**config.mk**
```make
export PLATFORM = sky130hd
export DESIGN_NAME = rvee_bus_arb
export DESIGN_NICKNAME = d
export VERILOG_FILES = /design/src/rtl/rvee_bus_arb.sv
export SDC_FILE = /design/constraint.sdc
export NUM_CORES = 1
export LEC_CHECK = 0
export CORE_MARGIN = 4
export CORE_UTILIZATION = 31
export CTS_BUF_LIST = sky130_fd_sc_hd__clkbuf_4 sky130_fd_sc_hd__clkbuf_8 sky130_fd_sc_hd__clkbuf_16
export DETAILED_ROUTE_END_ITERATION = 10
export PLACE_DENSITY = 0.77
export SLEW_MARGIN = 10
export SYNTH_ARGS = -nofsm -noshare
export SYNTH_HDL_FRONTEND = slang
export SYNTH_SLANG_ARGS = --single-unit
```
**constraint.sdc**
```tcl
create_clock -name clk -period 2.1 [get_ports clk]
set_clock_uncertainty 0.15 [all_clocks]
set_input_delay 0.42 -clock clk [delete_from_list [all_inputs] [get_ports clk]]
set_output_delay 0.42 -clock clk [all_outputs]
set_load 0.1 [all_outputs]
```
**src/rtl/rvee_bus_arb.sv**
```systemverilog
// rtl/rvee_bus_arb.sv - two-port fetch/data arbiter for the single core memory bus
//
// Shares one memory bus between instruction fetch and mem-stage data accesses,
// keeping at most one transaction outstanding (IDLE -> REQ -> RESP -> IDLE).
// Contention alternates ownership using last_owner; a pipeline flush (if_kill)
// suppresses the response of a pending or outstanding fetch.
//
// Ports:
//   clk, rst                     clock, synchronous active-high reset
//   if_req/if_addr/if_kill       fetch request, address, flush
//   if_gnt/if_rvalid             fetch accept pulse, fetch response pulse
//   d_req/d_we/d_addr/d_wdata/d_be  data request and payload
//   d_gnt/d_rvalid/d_err         data accept pulse, response/ack pulse, error
//   rdata                        response data shared by both ports
//   bus_req/bus_we/bus_addr/bus_wdata/bus_be  bus request and registered payload
//   bus_gnt/bus_rvalid/bus_rdata/bus_err      bus accept, response, data, error

module rvee_bus_arb #(
  parameter int XLEN = 32
) (
  input  logic              clk,
  input  logic              rst,
  input  logic              if_req,
  input  logic [XLEN-1:0]   if_addr,
  input  logic              if_kill,
  output logic              if_gnt,
  output logic              if_rvalid,
  input  logic              d_req,
  input  logic              d_we,
  input  logic [XLEN-1:0]   d_addr,
  input  logic [XLEN-1:0]   d_wdata,
  input  logic [XLEN/8-1:0] d_be,
  output logic              d_gnt,
  output logic              d_rvalid,
  output logic              d_err,
  output logic [XLEN-1:0]   rdata,
  output logic              bus_req,
  output logic              bus_we,
  output logic [XLEN-1:0]   bus_addr,
  output logic [XLEN-1:0]   bus_wdata,
  output logic [XLEN/8-1:0] bus_be,
  input  logic              bus_gnt,
  input  logic              bus_rvalid,
  input  logic [XLEN-1:0]   bus_rdata,
  input  logic              bus_err
);

  typedef enum logic [1:0] {
    S_IDLE = 2'd0,
    S_REQ  = 2'd1,
    S_RESP = 2'd2
  } state_t;

  localparam logic OWN_FETCH = 1'b0;
  localparam logic OWN_DATA  = 1'b1;

  state_t state_q, state_d;
  logic   owner_q;
  logic   last_owner_q;
  logic   kill_q;
  logic   any_req;
  logic   fetch_wins;

  // On contention the side that did not own the previous transaction wins.
  // last_owner resets to FETCH, so the first simultaneous request goes to DATA.
  always_comb begin
    any_req = if_req | d_req;
    if (if_req && d_req) begin
      fetch_wins = (last_owner_q == OWN_DATA);
    end else begin
      fetch_wins = if_req;
    end
  end

  always_comb begin
    state_d   = state_q;
    bus_req   = 1'b0;
    if_gnt    = 1'b0;
    d_gnt     = 1'b0;
    if_rvalid = 1'b0;
    d_rvalid  = 1'b0;
    d_err     = 1'b0;
    case (state_q)
      S_IDLE: begin
        if (any_req) begin
          state_d = S_REQ;
        end
      end
      S_REQ: begin
        bus_req = 1'b1;
        if (bus_gnt) begin
          if_gnt  = (owner_q == OWN_FETCH);
          d_gnt   = (owner_q == OWN_DATA);
          state_d = S_RESP;
        end
      end
      S_RESP: begin
        if (bus_rvalid) begin
          // A flush in the response cycle itself also drops the fetch.
          if_rvalid = (owner_q == OWN_FETCH) && !kill_q && !if_kill;
          d_rvalid  = (owner_q == OWN_DATA);
          d_err     = (owner_q == OWN_DATA) && bus_err;
          state_d   = S_IDLE;
        end
      end
      default: begin
        state_d = S_IDLE;
      end
    endcase
  end

  assign rdata = bus_rdata;

  always_ff @(posedge clk) begin
    if (rst) begin
      state_q      <= S_IDLE;
      owner_q      <= OWN_FETCH;
      last_owner_q <= OWN_FETCH;
      kill_q       <= 1'b0;
      bus_we       <= 1'b0;
    end else begin
      state_q <= state_d;
      case (state_q)
        S_IDLE: begin
          if (any_req) begin
            owner_q      <= fetch_wins ? OWN_FETCH : OWN_DATA;
            last_owner_q <= fetch_wins ? OWN_FETCH : OWN_DATA;
            kill_q       <= fetch_wins && if_kill;
            bus_we       <= fetch_wins ? 1'b0 : d_we;
          end else begin
            kill_q <= 1'b0;
          end
        end
        S_REQ, S_RESP: begin
          if (state_d == S_IDLE) begin
            kill_q <= 1'b0;
          end else if (owner_q == OWN_FETCH && if_kill) begin
            kill_q <= 1'b1;
          end
        end
        default: begin
          kill_q <= 1'b0;
        end
      endcase
    end
  end

  // Payload is don't-care out of reset, so it carries no reset term.
  always_ff @(posedge clk) begin
    if (state_q == S_IDLE && any_req) begin
      if (fetch_wins) begin
        bus_addr  <= if_addr;
        bus_wdata <= '0;
        bus_be    <= '1;
      end else begin
        bus_addr  <= d_addr;
        bus_wdata <= d_wdata;
        bus_be    <= d_be;
      end
    end
  end

endmodule
```
==> impl_metrics.ini <==
[clocking]
clock_latency_ns = 0.33
cts_tree = done
cts-buffers-inserted = 9
clockBufferDepth = 2
clock_sinks = 73
cts.clk_slew.worst_paths_ns = 0.07
h-tree-depth = 3
clockRootBuffer = clkbuf_8
ctsHoldBuffers = 0

[sta]
rsz0062_at_grt = no
finalSetupViolCount = 0
fmax_ghz = 0.500
slew_headroom_pct = 79.7
worst_pin_slew_ns = 0.301
period_needed_ns = 2.00
whs_ns = 0.333
finalCritPeriodShare_pct = 95.2
drv_slew = 0
final_hold_viol_count = 0

[logic_synthesis]
seq_area_frac_synth_pct = 64.9
syn_avg_cell_area_sq_um = 15.1
yosys_warnings = 0
ys_seq_elements = 73
synth-compound-area-share_pct = 3.15
synth_xor_area_share_pct = 0
syn_inst = 219
synth_top_family_by_area = multiplexers
yosysUniqueCellTypes = 25
synth-simple-area-share_pct = 9.75
synthAdderAreaFrac_pct = 1.90
syn_area_sq_um = 3300
synthMuxAreaShare_pct = 11.4
synth_nets = 365

[power]
ir_drop_mv = 0.622
p_per_area_nw_per_um2 = 1240
power_leakage_nw = 2.04

[placed_design]
routabilityCongestion = 0.842
placedCellCount = 509
port_buffers = 183
dp_hpwl_microns = 7560

[worst_setup_path]
worstPathArrival_ns = 1.43
required_ns = 1.53
critPathMaxFanout = 5
critPathLaunchType = register
critPathCaptureType = output pin
worstSetupPathType = register to output pin

[floorplanning]
dieArea_sq_um = 12400
die_x_microns = 111
placementRows = 37
start_util_pct = 32.0
ios = 248
core-area_sq_um = 10300
fp.dieH_microns = 111

[layout]
multi_input_area_sq_um = 941
nFillCells = 877
area_growth_syn_to_layout_pct = 61.7
final_layout_size_suffix_gt1_share_pct = 38.0
mostFrequentLayoutCell = clkdlybuf4s50_1
insertedDiodeCount = 0
seq_area_sq_um = 2150
fin_cells = 525
nNetsFinal = 530
layout_common_cells = clkdlybuf4s50_1 (107), buf_4 (73), edfxtp_1 (68), and2_1 (32), mux2_2 (29)

[global_routing]
grt_max_degree = 44
antenna_found_initial = 0
grt_pass1_vias = 2527
grt_pass1_wl_microns = 14400
grt_usage_pct = 15.2
grt_overflow_total = 0

[detailed_routing]
vias_per_cell = 4.43
vias = 2327
firstDrtPassIters = 4
drtAntennaViolNets = 0
wire_per_inst_microns = 18.0
wl_microns = 9470
drc = 0
drtIter0Drc = 107

[job]
drv_cap = 0

[worst_hold_path]
min_path_type = register to register

[run_status]
outcome = finished, final reports clean
==> cells by family (layout without fill, tap and decap cells) <==
kind of cell               Yosys count  in the layout
buffers and inverters               43            213
and+or+nand+nor                     56             56
DFF                                 73             73
AOI/OAI and AO/OA                    9              9
muxes                               33             33
adders and majority gates            5              5
==> worst paths after layout <==
path / start / endpoint / slack [ns] / cells after the start
worst max-delay path: state_q[1]$_SDFF_PP0_ / d_gnt / 0.10 / 5
worst min-delay path: bus_we$_SDFFE_PP0P_ / bus_we$_SDFFE_PP0P_ / 0.33 / 2
worst max register to register: state_q[0]$_SDFF_PP0_ / kill_q$_SDFFE_PP0P_ / 0.24 / 6
worst min register to register: bus_we$_SDFFE_PP0P_ / bus_we$_SDFFE_PP0P_ / 0.33 / 2
==> routing by layer <==
metal	share of wire [%]	track usage (%)	vias up	routed length, microns
met5	0	0	-	0
met4	2.8	6.49	0	268
met3	11	7.15	34	1050
met2	51	26.6	148	4790
met1	35	15.5	1068	3360
li1	-	-	1077	-
==> timing repair <==
| item | CTS | global route |
|---|---|---|
| endpoints found under the setup margin | 5 | 1 |
| resized for setup | 3 | 0 |
| buffers inserted | 0 | 0 |
| pin swaps | 0 | 1 |
| hold endpoints to repair | 0 | 0 |
==> stage by stage <==
| step | TNS, ns | cell area, sq um | util (%) | total power [W] | worst slack [ns] |
|---|---|---|---|---|---|
| floorplan | -0.333 | 3380 | - | 0.00499 | -0.122 |
| global placement | -2.35 | 5140 | 49.8 | 0.00554 | -0.0788 |
| detailed placement | -2.90 | 5140 | 49.8 | 0.00557 | -0.101 |
| CTS | 0 | 5340 | 51.7 | 0.00666 | 0.0282 |
| global route | 0 | 5340 | 51.7 | 0.00684 | 0.0160 |
| finish | 0 | 5340 | 51.7 | 0.00659 | 0.101 |
==> critical path, cell delays in order (launching register included) <==
cell     delay, ns
dfxtp_2       0.36
inv_2         0.10
ha_4          0.16
nand2_2       0.13
nor2_4        0.16
buf_12        0.18
==> final cells by class <==
cell class / instances / area share [%]
Tap cell: 136 / 3.19
Sequential cell: 73 / 40.3
Multi-Input combinational cell: 103 / 17.6
Clock buffer: 10 / 2.46
Inverter: 4 / 0.328
Timing Repair Buffer: 193 / 35.0
Clock inverter: 6 / 1.10
==> sequential cells by signal (all words and copies together) (netlist names) <==
register and count:
bus_addr 32, bus_wdata 32, bus_be 4, state_q 2
bus_we 1, kill_q 1, last_owner_q 1
==> cell usage after synthesis <==
cell / n / area (sq um)
edfxtp_1: 68 / 2040
buf_4: 35 / 263
and2_1: 33 / 206
mux2_2: 29 / 327
nor2_1: 7 / 26.3
nand2b_1: 6 / 37.5
dfxtp_1: 5 / 100
ha_1: 5 / 62.6
inv_1: 4 / 15.0
a21oi_1: 3 / 15.0
clkbuf_1: 3 / 11.3
mux2_1: 3 / 33.8
nand2_1: 3 / 11.3
nand3_1: 2 / 10.0
nor2b_1: 2 / 12.5
nor4_1: 2 / 12.5
a311oi_1: 1 / 8.76
a41oi_2: 1 / 16.3
buf_2: 1 / 5.00
mux2_4: 1 / 15.0
nor3_1: 1 / 5.00
o21a_4: 1 / 15.0
o21ai_0: 1 / 5.00
o21ai_4: 1 / 16.3
o32ai_4: 1 / 27.5
==> power by group <==
| group | internal, W | leakage [nW] | switching (W) | total, W |
|---|---|---|---|---|
| Clock | 0.000554 | 0.0948 | 0.000526 | 0.00108 |
| Combinational | 0.000815 | 1.23 | 0.00257 | 0.00339 |
| Sequential | 0.00200 | 0.719 | 0.000122 | 0.00212 |
| Total | 0.00337 | 2.04 | 0.00322 | 0.00659 |
No activity file was read; power rests on OpenSTA's default activity.
